### src/rtl/sort_pkg.sv
// Shared types and constants for the sorting visualiser: controller state
// encoding, default geometry and the bar colours used by the pixel renderer.
package sort_pkg;

    typedef enum logic [2:0] {
        ST_IDLE,
        ST_WAIT,
        ST_CMP,
        ST_SWAP,
        ST_DONE
    } state_t;

    localparam int N_BARS_DEF = 5;
    localparam int IDX_W_DEF  = 3;
    localparam int H_W_DEF    = 7;

    localparam logic [15:0] COLOR_BG    = 16'h0000;
    localparam logic [15:0] COLOR_BAR   = 16'hFFFF;
    localparam logic [15:0] COLOR_CUR_I = 16'h07E0;
    localparam logic [15:0] COLOR_CUR_J = 16'hF800;
    localparam logic [15:0] COLOR_MIN   = 16'h001F;
    localparam logic [15:0] COLOR_DONE  = 16'hFFE0;

    // Highlight priority used by the renderer: min beats j beats i.
    function automatic logic [15:0] bar_colour(input logic is_i, input logic is_j,
                                               input logic is_min, input logic sorted);
        if (sorted) return COLOR_DONE;
        if (is_min) return COLOR_MIN;
        if (is_j)   return COLOR_CUR_J;
        if (is_i)   return COLOR_CUR_I;
        return COLOR_BAR;
    endfunction

endpackage

### src/rtl/step_pacer.sv
// Paces sort steps: emits one tick every STEP_DELAY clocks while enabled,
// freezes while paused, and lets a step pulse force a tick during pause.
module step_pacer #(
    parameter int STEP_DELAY = 50000000,
    parameter int DLY_W      = 32
) (
    input  logic clk,
    input  logic resetn,
    input  logic enable,
    input  logic pause,
    input  logic step,
    output logic tick
);

    localparam logic [DLY_W-1:0] LAST = DLY_W'(STEP_DELAY - 1);

    logic [DLY_W-1:0] delay_q;

    assign tick = enable && (pause ? step : (delay_q == LAST));

    // Counter restarts from zero every time the pacer is re-enabled.
    always_ff @(posedge clk) begin
        if (!resetn) begin
            delay_q <= '0;
        end else if (!enable || tick) begin
            delay_q <= '0;
        end else if (!pause) begin
            delay_q <= delay_q + 1'b1;
        end
    end

endmodule

### src/rtl/sort_step_controller.sv
// Selection-sort sequencer for the bar-height register file: one compare per
// paced step, swaps issued over a valid/ready handshake.
module sort_step_controller
    import sort_pkg::*;
#(
    parameter int N_BARS     = N_BARS_DEF,
    parameter int IDX_W      = IDX_W_DEF,
    parameter int H_W        = H_W_DEF,
    parameter int STEP_DELAY = 50000000,
    parameter int DLY_W      = 32
) (
    input  logic             clk,
    input  logic             resetn,
    input  logic             start,
    input  logic             abort,
    input  logic             pause,
    input  logic             step,
    output logic [IDX_W-1:0] rd_a_idx,
    output logic [IDX_W-1:0] rd_b_idx,
    input  logic [H_W-1:0]   rd_a_h,
    input  logic [H_W-1:0]   rd_b_h,
    output logic             swap_valid,
    input  logic             swap_ready,
    output logic [IDX_W-1:0] swap_a,
    output logic [IDX_W-1:0] swap_b,
    output logic [IDX_W-1:0] cur_i,
    output logic [IDX_W-1:0] cur_j,
    output logic [IDX_W-1:0] min_idx,
    output logic             busy,
    output logic             done,
    output logic [7:0]       cmp_count,
    output logic [7:0]       swap_count
);

    localparam logic [IDX_W-1:0] LAST_J = IDX_W'(N_BARS - 1);
    localparam logic [IDX_W-1:0] LAST_I = IDX_W'(N_BARS - 2);
    localparam logic [IDX_W-1:0] ONE    = IDX_W'(1);
    localparam logic [IDX_W-1:0] TWO    = IDX_W'(2);

    state_t           state_q, state_d;
    logic [IDX_W-1:0] i_q, i_d, j_q, j_d, m_q, m_d;
    logic [7:0]       cmp_q, cmp_d, swp_q, swp_d;
    logic             abort_q, abort_d;
    logic             tick;
    logic             need_swap;

    assign need_swap = (m_q != i_q);

    step_pacer #(
        .STEP_DELAY(STEP_DELAY),
        .DLY_W     (DLY_W)
    ) u_pacer (
        .clk   (clk),
        .resetn(resetn),
        .enable(state_q == ST_WAIT),
        .pause (pause),
        .step  (step),
        .tick  (tick)
    );

    always_ff @(posedge clk) begin
        if (!resetn) begin
            state_q <= ST_IDLE;
            i_q     <= '0;
            j_q     <= '0;
            m_q     <= '0;
            cmp_q   <= '0;
            swp_q   <= '0;
            abort_q <= 1'b0;
        end else begin
            state_q <= state_d;
            i_q     <= i_d;
            j_q     <= j_d;
            m_q     <= m_d;
            cmp_q   <= cmp_d;
            swp_q   <= swp_d;
            abort_q <= abort_d;
        end
    end

    always_comb begin
        state_d = state_q;
        i_d     = i_q;
        j_d     = j_q;
        m_d     = m_q;
        cmp_d   = cmp_q;
        swp_d   = swp_q;
        abort_d = abort_q;

        case (state_q)
            ST_IDLE, ST_DONE: begin
                if (state_q == ST_DONE && abort) begin
                    state_d = ST_IDLE;
                    i_d     = '0;
                    j_d     = '0;
                    m_d     = '0;
                end else if (start && !abort) begin
                    state_d = ST_WAIT;
                    i_d     = '0;
                    j_d     = ONE;
                    m_d     = '0;
                    cmp_d   = '0;
                    swp_d   = '0;
                end
            end
            ST_WAIT: begin
                if (abort) begin
                    state_d = ST_IDLE;
                    i_d     = '0;
                    j_d     = '0;
                    m_d     = '0;
                end else if (tick) begin
                    state_d = ST_CMP;
                end
            end
            ST_CMP: begin
                if (abort) begin
                    state_d = ST_IDLE;
                    i_d     = '0;
                    j_d     = '0;
                    m_d     = '0;
                end else begin
                    if (rd_a_h < rd_b_h) m_d = j_q;
                    if (cmp_q != 8'hFF) cmp_d = cmp_q + 8'd1;
                    if (j_q == LAST_J) begin
                        state_d = ST_SWAP;
                    end else begin
                        j_d     = j_q + ONE;
                        state_d = ST_WAIT;
                    end
                end
            end
            ST_SWAP: begin
                // An abort during an outstanding request waits for the handshake.
                if (!need_swap || swap_ready) begin
                    abort_d = 1'b0;
                    if (need_swap && swp_q != 8'hFF) swp_d = swp_q + 8'd1;
                    if (abort || abort_q) begin
                        state_d = ST_IDLE;
                        i_d     = '0;
                        j_d     = '0;
                        m_d     = '0;
                    end else if (i_q == LAST_I) begin
                        state_d = ST_DONE;
                    end else begin
                        i_d     = i_q + ONE;
                        j_d     = i_q + TWO;
                        m_d     = i_q + ONE;
                        state_d = ST_WAIT;
                    end
                end else if (abort) begin
                    abort_d = 1'b1;
                end
            end
            default: begin
                state_d = ST_IDLE;
            end
        endcase
    end

    assign rd_a_idx   = j_q;
    assign rd_b_idx   = m_q;
    assign swap_valid = (state_q == ST_SWAP) && need_swap;
    assign swap_a     = i_q;
    assign swap_b     = m_q;
    assign cur_i      = i_q;
    assign cur_j      = j_q;
    assign min_idx    = m_q;
    assign busy       = (state_q == ST_WAIT) || (state_q == ST_CMP) || (state_q == ST_SWAP);
    assign done       = (state_q == ST_DONE);
    assign cmp_count  = cmp_q;
    assign swap_count = swp_q;

endmodule
### config.mk
export PLATFORM = sky130hd
export DESIGN_NAME = sort_step_controller
export DESIGN_NICKNAME = d
export VERILOG_FILES = /design/src/rtl/sort_pkg.sv /design/src/rtl/step_pacer.sv /design/src/rtl/sort_step_controller.sv
export SDC_FILE = /design/constraint.sdc
export NUM_CORES = 1
export LEC_CHECK = 0
export ABC_AREA = 1
export CAP_MARGIN = 20
export CELL_PAD_IN_SITES_DETAIL_PLACEMENT = 1
export CELL_PAD_IN_SITES_GLOBAL_PLACEMENT = 1
export CORE_MARGIN = 3
export CORE_UTILIZATION = 38
export DETAILED_ROUTE_END_ITERATION = 10
export PLACE_DENSITY_LB_ADDON = 0.1
export SLEW_MARGIN = 10
export SYNTH_ARGS = -nofsm -noshare
export SYNTH_HDL_FRONTEND = slang
export SYNTH_SLANG_ARGS = --single-unit
### constraint.sdc
create_clock -name clk -period 2 [get_ports clk]
set_input_delay 0.4 -clock clk [delete_from_list [all_inputs] [get_ports clk]]
set_output_delay 0.4 -clock clk [all_outputs]
set_load 0.05 [all_outputs]
==> impl_metrics.py, run 1 <==
metrics = {
    "global_routing": {
        "grt_overflow_total": 0,
        "antenna_found_initial": 0,
        "grtUsageTotal_pct": 20.7,
        "grt_max_degree": 32,
        "grt_pass1_vias": 4313,
        "grt_pass1_wl_um": 19600,
    },
    "critical_path": {
        "required_ns": 1.60,
        "crit_path_max_incr_delay_ns": 0.83,
        "rr_startpoint": "min_idx[2]",
        "endpoint_kind": "primary output",
        "critPathLaunch": "cmp_count[6]",
        "rr_endpoint": "swap_count[1]",
        "arrival_ns": 1.55,
        "critPathSlowestCell": "clkdlybuf4s50_1",
        "path_buf_inv": 1,
        "cp.depth": 1,
        "cp-start-kind": "flip-flop",
        "cp_max_fo": 4,
        "worstPathCellList": "clkdlybuf4s50_1",
        "cp-endpoint": "cmp_count[6]",
        "reg2reg_depth": 9,
        "reg2reg_slack_ns": 0.18,
        "worstSetupPathType": "flip-flop to primary output",
        "path_delay_family": "buffers and inverters",
    },
    "sta": {
        "finalCritPeriodShare_pct": 97.5,
        "finClkSkew_ns": 0.0114,
        "tightest_slew_ns": 0.527,
        "hold_viol_final": 0,
        "tns_ns": 0,
        "setup_violations": 0,
        "drv_slew": 0,
        "grt_setup_unrepaired": "false",
        "relSlewSlack_pct": 64.8,
        "whs_ns": 0.489,
        "max_freq_ghz": 0.513,
        "period_minus_slack_ns": 1.95,
    },
    "logic_synthesis": {
        "syn_avg_cell_area_um2": 6.38,
        "syn-instance-count": 625,
        "ys_async_sr_fraction_pct": 0,
        "synth_area_um2": 3990,
        "seq_area_frac_synth_pct": 30.6,
        "yosysWarningCount": 0,
        "synth_ff_type": "dfxtp_1",
        "synth_cell_types": 40,
        "syn_nets": 659,
        "synth_edf_count": 0,
        "yosys_register_bits": 61,
    },
    "cts": {
        "root_buffer": "clkbuf_8",
        "cts_buffers": 9,
        "htreeDepth": 3,
        "clkSinkCount": 61,
        "clk_pin_slew_ns": 0.07,
        "post_cts_buffers": 0,
        "clk_latency_ns": 0.34,
        "cts_tree": "yes",
        "cts.path.max_buffers": 2,
    },
    "routing": {
        "routedWlPerCell_um": 14.0,
        "drtAntennaViolNets": 0,
        "via_count": 4091,
        "vias_per_cell": 4.93,
        "drt-initial-drc-count": 84,
        "route.detailed.drc": 0,
        "dr.pass1.iters": 4,
        "wl_um": 11700,
    },
    "floorplan": {
        "die_height_um": 108,
        "dieArea_um2": 11800,
        "core-area_um2": 10000,
        "core.rowCount": 36,
        "die_w_um": 108,
        "initial_utilization_pct": 39.9,
        "io_pins": 61,
    },
    "placed_design": {
        "place_area_um2": 4790,
        "io_buffers": 60,
        "hpwl_um": 9090,
        "gp_congestion": 0.794,
    },
    "cells_and_area": {
        "final_nets": 728,
        "area_delta_synth_final_pct": 25.0,
        "utilization_pct": 49.9,
        "fill_cells": 1376,
        "design_area_um2": 4990,
        "final_common_cell": "nand2_1",
        "drive_gt1_share_pct": 12.8,
        "diodes": 0,
        "mostFrequentLayoutCells": "156 x nand2_1, 105 x nor2_1, 79 x inv_1, 59 x dfxtp_1, 42 x nand3_1",
    },
    "flow_run": {
        "cap_violations": 0,
    },
    "pwr": {
        "leakagePower_nw": 2.34,
        "max-vdd-ir-drop_uv": 1040,
        "powerDensity_nw_per_um2": 1200,
    },
    "hold_path": {
        "hold_class": "flip-flop to flip-flop",
    },
    "run_status": {
        "status": "finished clean",
    },
}
==> synthesized netlist by cell type (2+ instances only) <==
cell,number,area share [%]
nand4_1,18,2.8
inv_1,79,7.4
ha_1,13,4.1
nand3_1,42,5.3
inv_2,8,0.75
nand4_2,3,0.94
clkbuf_1,2,0.19
o21ai_0,13,1.6
a21oi_1,28,3.5
or2_2,3,0.47
xnor2_1,3,0.66
dfxtp_1,61,31
nor2_2,6,0.94
xor2_1,13,2.9
nor3_1,11,1.4
nand2_2,8,1.3
nor2_1,105,9.9
o21bai_1,3,0.56
nand2_1,157,15
buf_2,3,0.38
a31oi_1,3,0.47
buf_4,13,2.4
nor2_4,5,1.4
nand3_2,2,0.50
nand3b_1,3,0.56
o21ai_1,6,0.75
==> report_power, final <==
part,internal (mW),switching [mW]
registers,1.40,0.256
logic,1.04,2.31
clock network,0.501,0.498
==> state kept, by name, summed over array words and instances, names as in the netlist <==
register and cells:
cmp_count 8, min_idx 3, u_pacer.delay_q 32, cur_j 3
swap_count 8, state_q 3, abort_q 1, cur_i 3
==> logic make-up after synthesis <==
kind of cell,Yosys count,synth area share (%)
buf+inv,107,11.6
simple gates,371,42.6
xor+xnor,16,3.51
fa+ha+maj,13,4.08
compound gates,57,7.68
flops,61,30.6
==> layer usage <==
metal / part of all wire (%) / wire (µm) / global-route usage (%)
met5: 0 / 0 / 0
met4: 1.2 / 136 / 5.41
met3: 2.3 / 271 / 3.94
met2: 53 / 6160 / 39.6
met1: 44 / 5090 / 23.2
==> metrics by stage <==
stage / setup WS, ns / instances / power (mW)
floorplan: 0.0398 / 625 / 4.13
global placement: -0.125 / 816 / 5.00
detailed placement: -0.173 / 816 / 5.10
CTS: 0.00263 / 830 / 6.06
global route: 0.00105 / 830 / 6.44
finish: 0.0507 / 830 / 6.01
==> layout make-up <==
type,count,area [µm²],area share (%)
timing repair buffer,78,782,15.7
clock buffer,12,155,3.11
sequential,61,1220,24.5
inverter,87,327,6.55
multi-input combinational,457,2320,46.6
tap,133,166,3.34
clock inverter,2,10.0,0.201
==> how the worst min path moves through the flow <==
stage	depth (start not counted)	startpoint	to	slack [ns]
after floorplan	2	u_pacer.delay_q[30]	u_pacer.delay_q[30]	0.46
after global placement	2	u_pacer.delay_q[30]	u_pacer.delay_q[30]	0.47
after detailed placement	2	u_pacer.delay_q[1]	u_pacer.delay_q[1]	0.49
after CTS	2	u_pacer.delay_q[1]	u_pacer.delay_q[1]	0.50
after global routing	2	u_pacer.delay_q[1]	u_pacer.delay_q[1]	0.52
final	2	cmp_count[7]	cmp_count[7]	0.49
==> repair_timing <==
action	CTS	global route
pin swaps	0	0
gates resized for setup	11	16
gates cloned	0	0
hold buffers	0	0
setup endpoints to repair	12	13
Note: power is estimated with default switching activity, not from simulation.
==> inputs of run 2 (changes only) <==
Settings changed: CORE_UTILIZATION 38 to 30.
==> run 2 against run 1 <==
Compared with the run above:
- die area grew 25%
- routed wire length grew 3.1%
- clock power grew 66%
- final area grew 4.8%
- utilization shrank 9.1 points
- sequential share of layout area shrank 1.1 points
- power grew 12%
- critical path depth is the same
- clock skew shrank 0.0080 ns
- sequential power is essentially flat
- register-to-register slack gained 0.06 ns
- clock-buffer cell count shrank 1
==> impl_metrics.py, run 2 (synthesis gave the netlist of run 1 again) <==
metrics = {
    "cells_and_area": {
        "drive_gt1_share_pct": 14.9,
        "area_delta_synth_final_pct": 31.0,
        "top_register": "u_pacer.delay_q",
        "mostFrequentLayoutCells": "157 x nand2_1, 105 x nor2_1, 79 x inv_1, 59 x dfxtp_1",
        "diodes": 0,
        "stdcell_count": 879,
        "final_nets": 736,
        "final_common_cell": "nand2_1",
        "largest_reg_flops": 32,
    },
    "routing": {
        "route.detailed.drc": 0,
        "drt-initial-drc-count": 107,
        "vias_per_cell": 4.66,
        "via_count": 4099,
        "drtAntennaViolNets": 0,
        "dr.pass1.iters": 4,
        "wl_um": 12000,
        "routedWlPerCell_um": 13.7,
    },
    "critical_path": {
        "worstPathCellList": "clkdlybuf4s50_1",
        "path_buf_inv": 1,
        "reg2reg_slack_ns": 0.24,
        "rr_endpoint": "cur_i[1]",
        "endpoint_kind": "primary output",
        "cp-start-kind": "flip-flop",
        "path_delay_family": "buffers and inverters",
        "cp_max_fo": 4,
        "rr_startpoint": "cur_i[1]",
        "worstSetupPathType": "flip-flop to primary output",
        "crit_path_max_incr_delay_ns": 0.83,
        "critPathSlowestCell": "clkdlybuf4s50_1",
        "arrival_ns": 1.55,
        "required_ns": 1.60,
        "reg2reg_depth": 8,
    },
    "sta": {
        "grt_setup_unrepaired": "false",
        "max_freq_ghz": 0.513,
        "period_minus_slack_ns": 1.95,
        "relSlewSlack_pct": 66.0,
        "finalCritPeriodShare_pct": 97.5,
        "whs_ns": 0.488,
        "tns_ns": 0,
        "setup_violations": 0,
        "drv_slew": 0,
        "finClkSkew_ns": 0.00335,
        "tightest_slew_ns": 0.508,
        "hold_viol_final": 0,
    },
    "floorplan": {
        "die_w_um": 121,
        "core-area_um2": 12800,
        "initial_utilization_pct": 31.1,
        "dieArea_um2": 14700,
        "io_pins": 61,
        "die_height_um": 121,
        "core.rowCount": 41,
    },
    "pwr": {
        "powerDensity_nw_per_um2": 1290,
        "sw_frac_of_total_pct": 46.7,
        "pwr-share-clk_pct": 24.8,
        "max-vdd-ir-drop_uv": 969,
        "p_int_mw": 3.59,
        "power.switching_mw": 3.14,
        "leakagePower_nw": 2.42,
        "p_comb_share_pct": 50.5,
        "pwr-share-seq_pct": 24.8,
    },
    "cts": {
        "cts_tree": "yes",
        "cts.path.max_buffers": 2,
        "postCtsHoldBufs": 0,
        "clkSinkCount": 61,
        "cts_buffers": 9,
        "htreeDepth": 3,
        "clk_latency_ns": 0.34,
        "clk_pin_slew_ns": 0.05,
        "root_buffer": "clkbuf_16",
    },
    "global_routing": {
        "grt_max_degree": 20,
        "grt_pass1_vias": 4328,
        "grt_overflow_total": 0,
        "antenna_found_initial": 0,
        "grt_pass1_wl_um": 20500,
        "grtUsageTotal_pct": 17.3,
    },
    "flow_run": {
        "cap_violations": 0,
    },
    "placed_design": {
        "dpl.cell_count": 861,
        "hpwl_um": 9460,
        "gp_congestion": 0.825,
        "io_buffers": 60,
    },
    "hold_path": {
        "min_from": "u_pacer.delay_q[30]",
        "hold_class": "flip-flop to flip-flop",
        "whs_path_depth": 2,
        "worstHoldEndpoint": "u_pacer.delay_q[30]",
    },
    "run_status": {
        "status": "finished clean",
    },
}
run 2: cell count changes in the layout (fill, tap and decap cells not counted), sizes merged:
cell	previous run	this run
clkdlybuf4s50	24	27
buf	31	46
dlygate4sd2	11	1
clkbuf	12	11
clkinv	2	3
bufinv	0	2
run 2: what timing repair did:
item	4_1_cts	5_1_grt
pin swaps	0	1
gates resized for setup	1	16
endpoints found under the setup margin	1	16
buffers inserted	0	2
run 2: per-layer routing:
metal  global-route usage (%)  share of wire (%)  up-vias
li1                         -                  -     2125
met5                        0                  0        -
met3                     4.48                3.2       10
met1                     20.4                 44     1913
met2                     30.6                 51       51
met4                     5.11                1.3        0
run 2: worst max-delay path by stage:
stage                            start                  end  cells past startpoint
after floorplan               cur_i[0]           swap_valid                      4
after global placement           pause  u_pacer.delay_q[29]                      9
after detailed placement         pause  u_pacer.delay_q[29]                     10
after CTS                   min_idx[0]          rd_b_idx[0]                      1
after global routing        min_idx[1]            swap_b[1]                      1
final                     cmp_count[5]         cmp_count[5]                      1
run 2: power groups by stage:
stage	registers (mW)	logic [mW]	clock network, mW
2_1_floorplan	2.12	2.01	0
3_3_place_gp	1.69	3.35	0
3_5_place_dp	1.69	3.42	0
4_1_cts	1.67	3.43	1.72
5_1_grt	1.71	3.74	1.77
6_report	1.67	3.40	1.66
run 2: area by class of cell:
class                   count  area [µm²]
fillers                  1695        7600
clock buffers              11         233
repair buffers             86         825
inverters                  87         327
multi-input cells         457        2330
clock inverters             5        75.1
flip-flops and latches     61        1220
well taps                 172         215
run 2: stage by stage:
| stage | power (mW) | worst slack [ns] | utilization (%) | cell area (µm²) |
|---|---|---|---|---|
| 2_1_floorplan | 4.13 | 0.0398 | - | 4000 |
| 3_3_place_gp | 5.04 | -0.151 | 37.9 | 4860 |
| 3_5_place_dp | 5.11 | -0.193 | 37.9 | 4860 |
| 4_1_cts | 6.82 | 0.0115 | 40.3 | 5160 |
| 5_1_grt | 7.22 | 0.00225 | 40.8 | 5230 |
| 6_report | 6.73 | 0.0500 | 40.8 | 5230 |
==> inputs of run 3 (changes only) <==
Settings changed: HOLD_SLACK_MARGIN from default to 0.03.
==> results of run 3 <==
Final layout, timing and power as in run 2 (identical DEF).
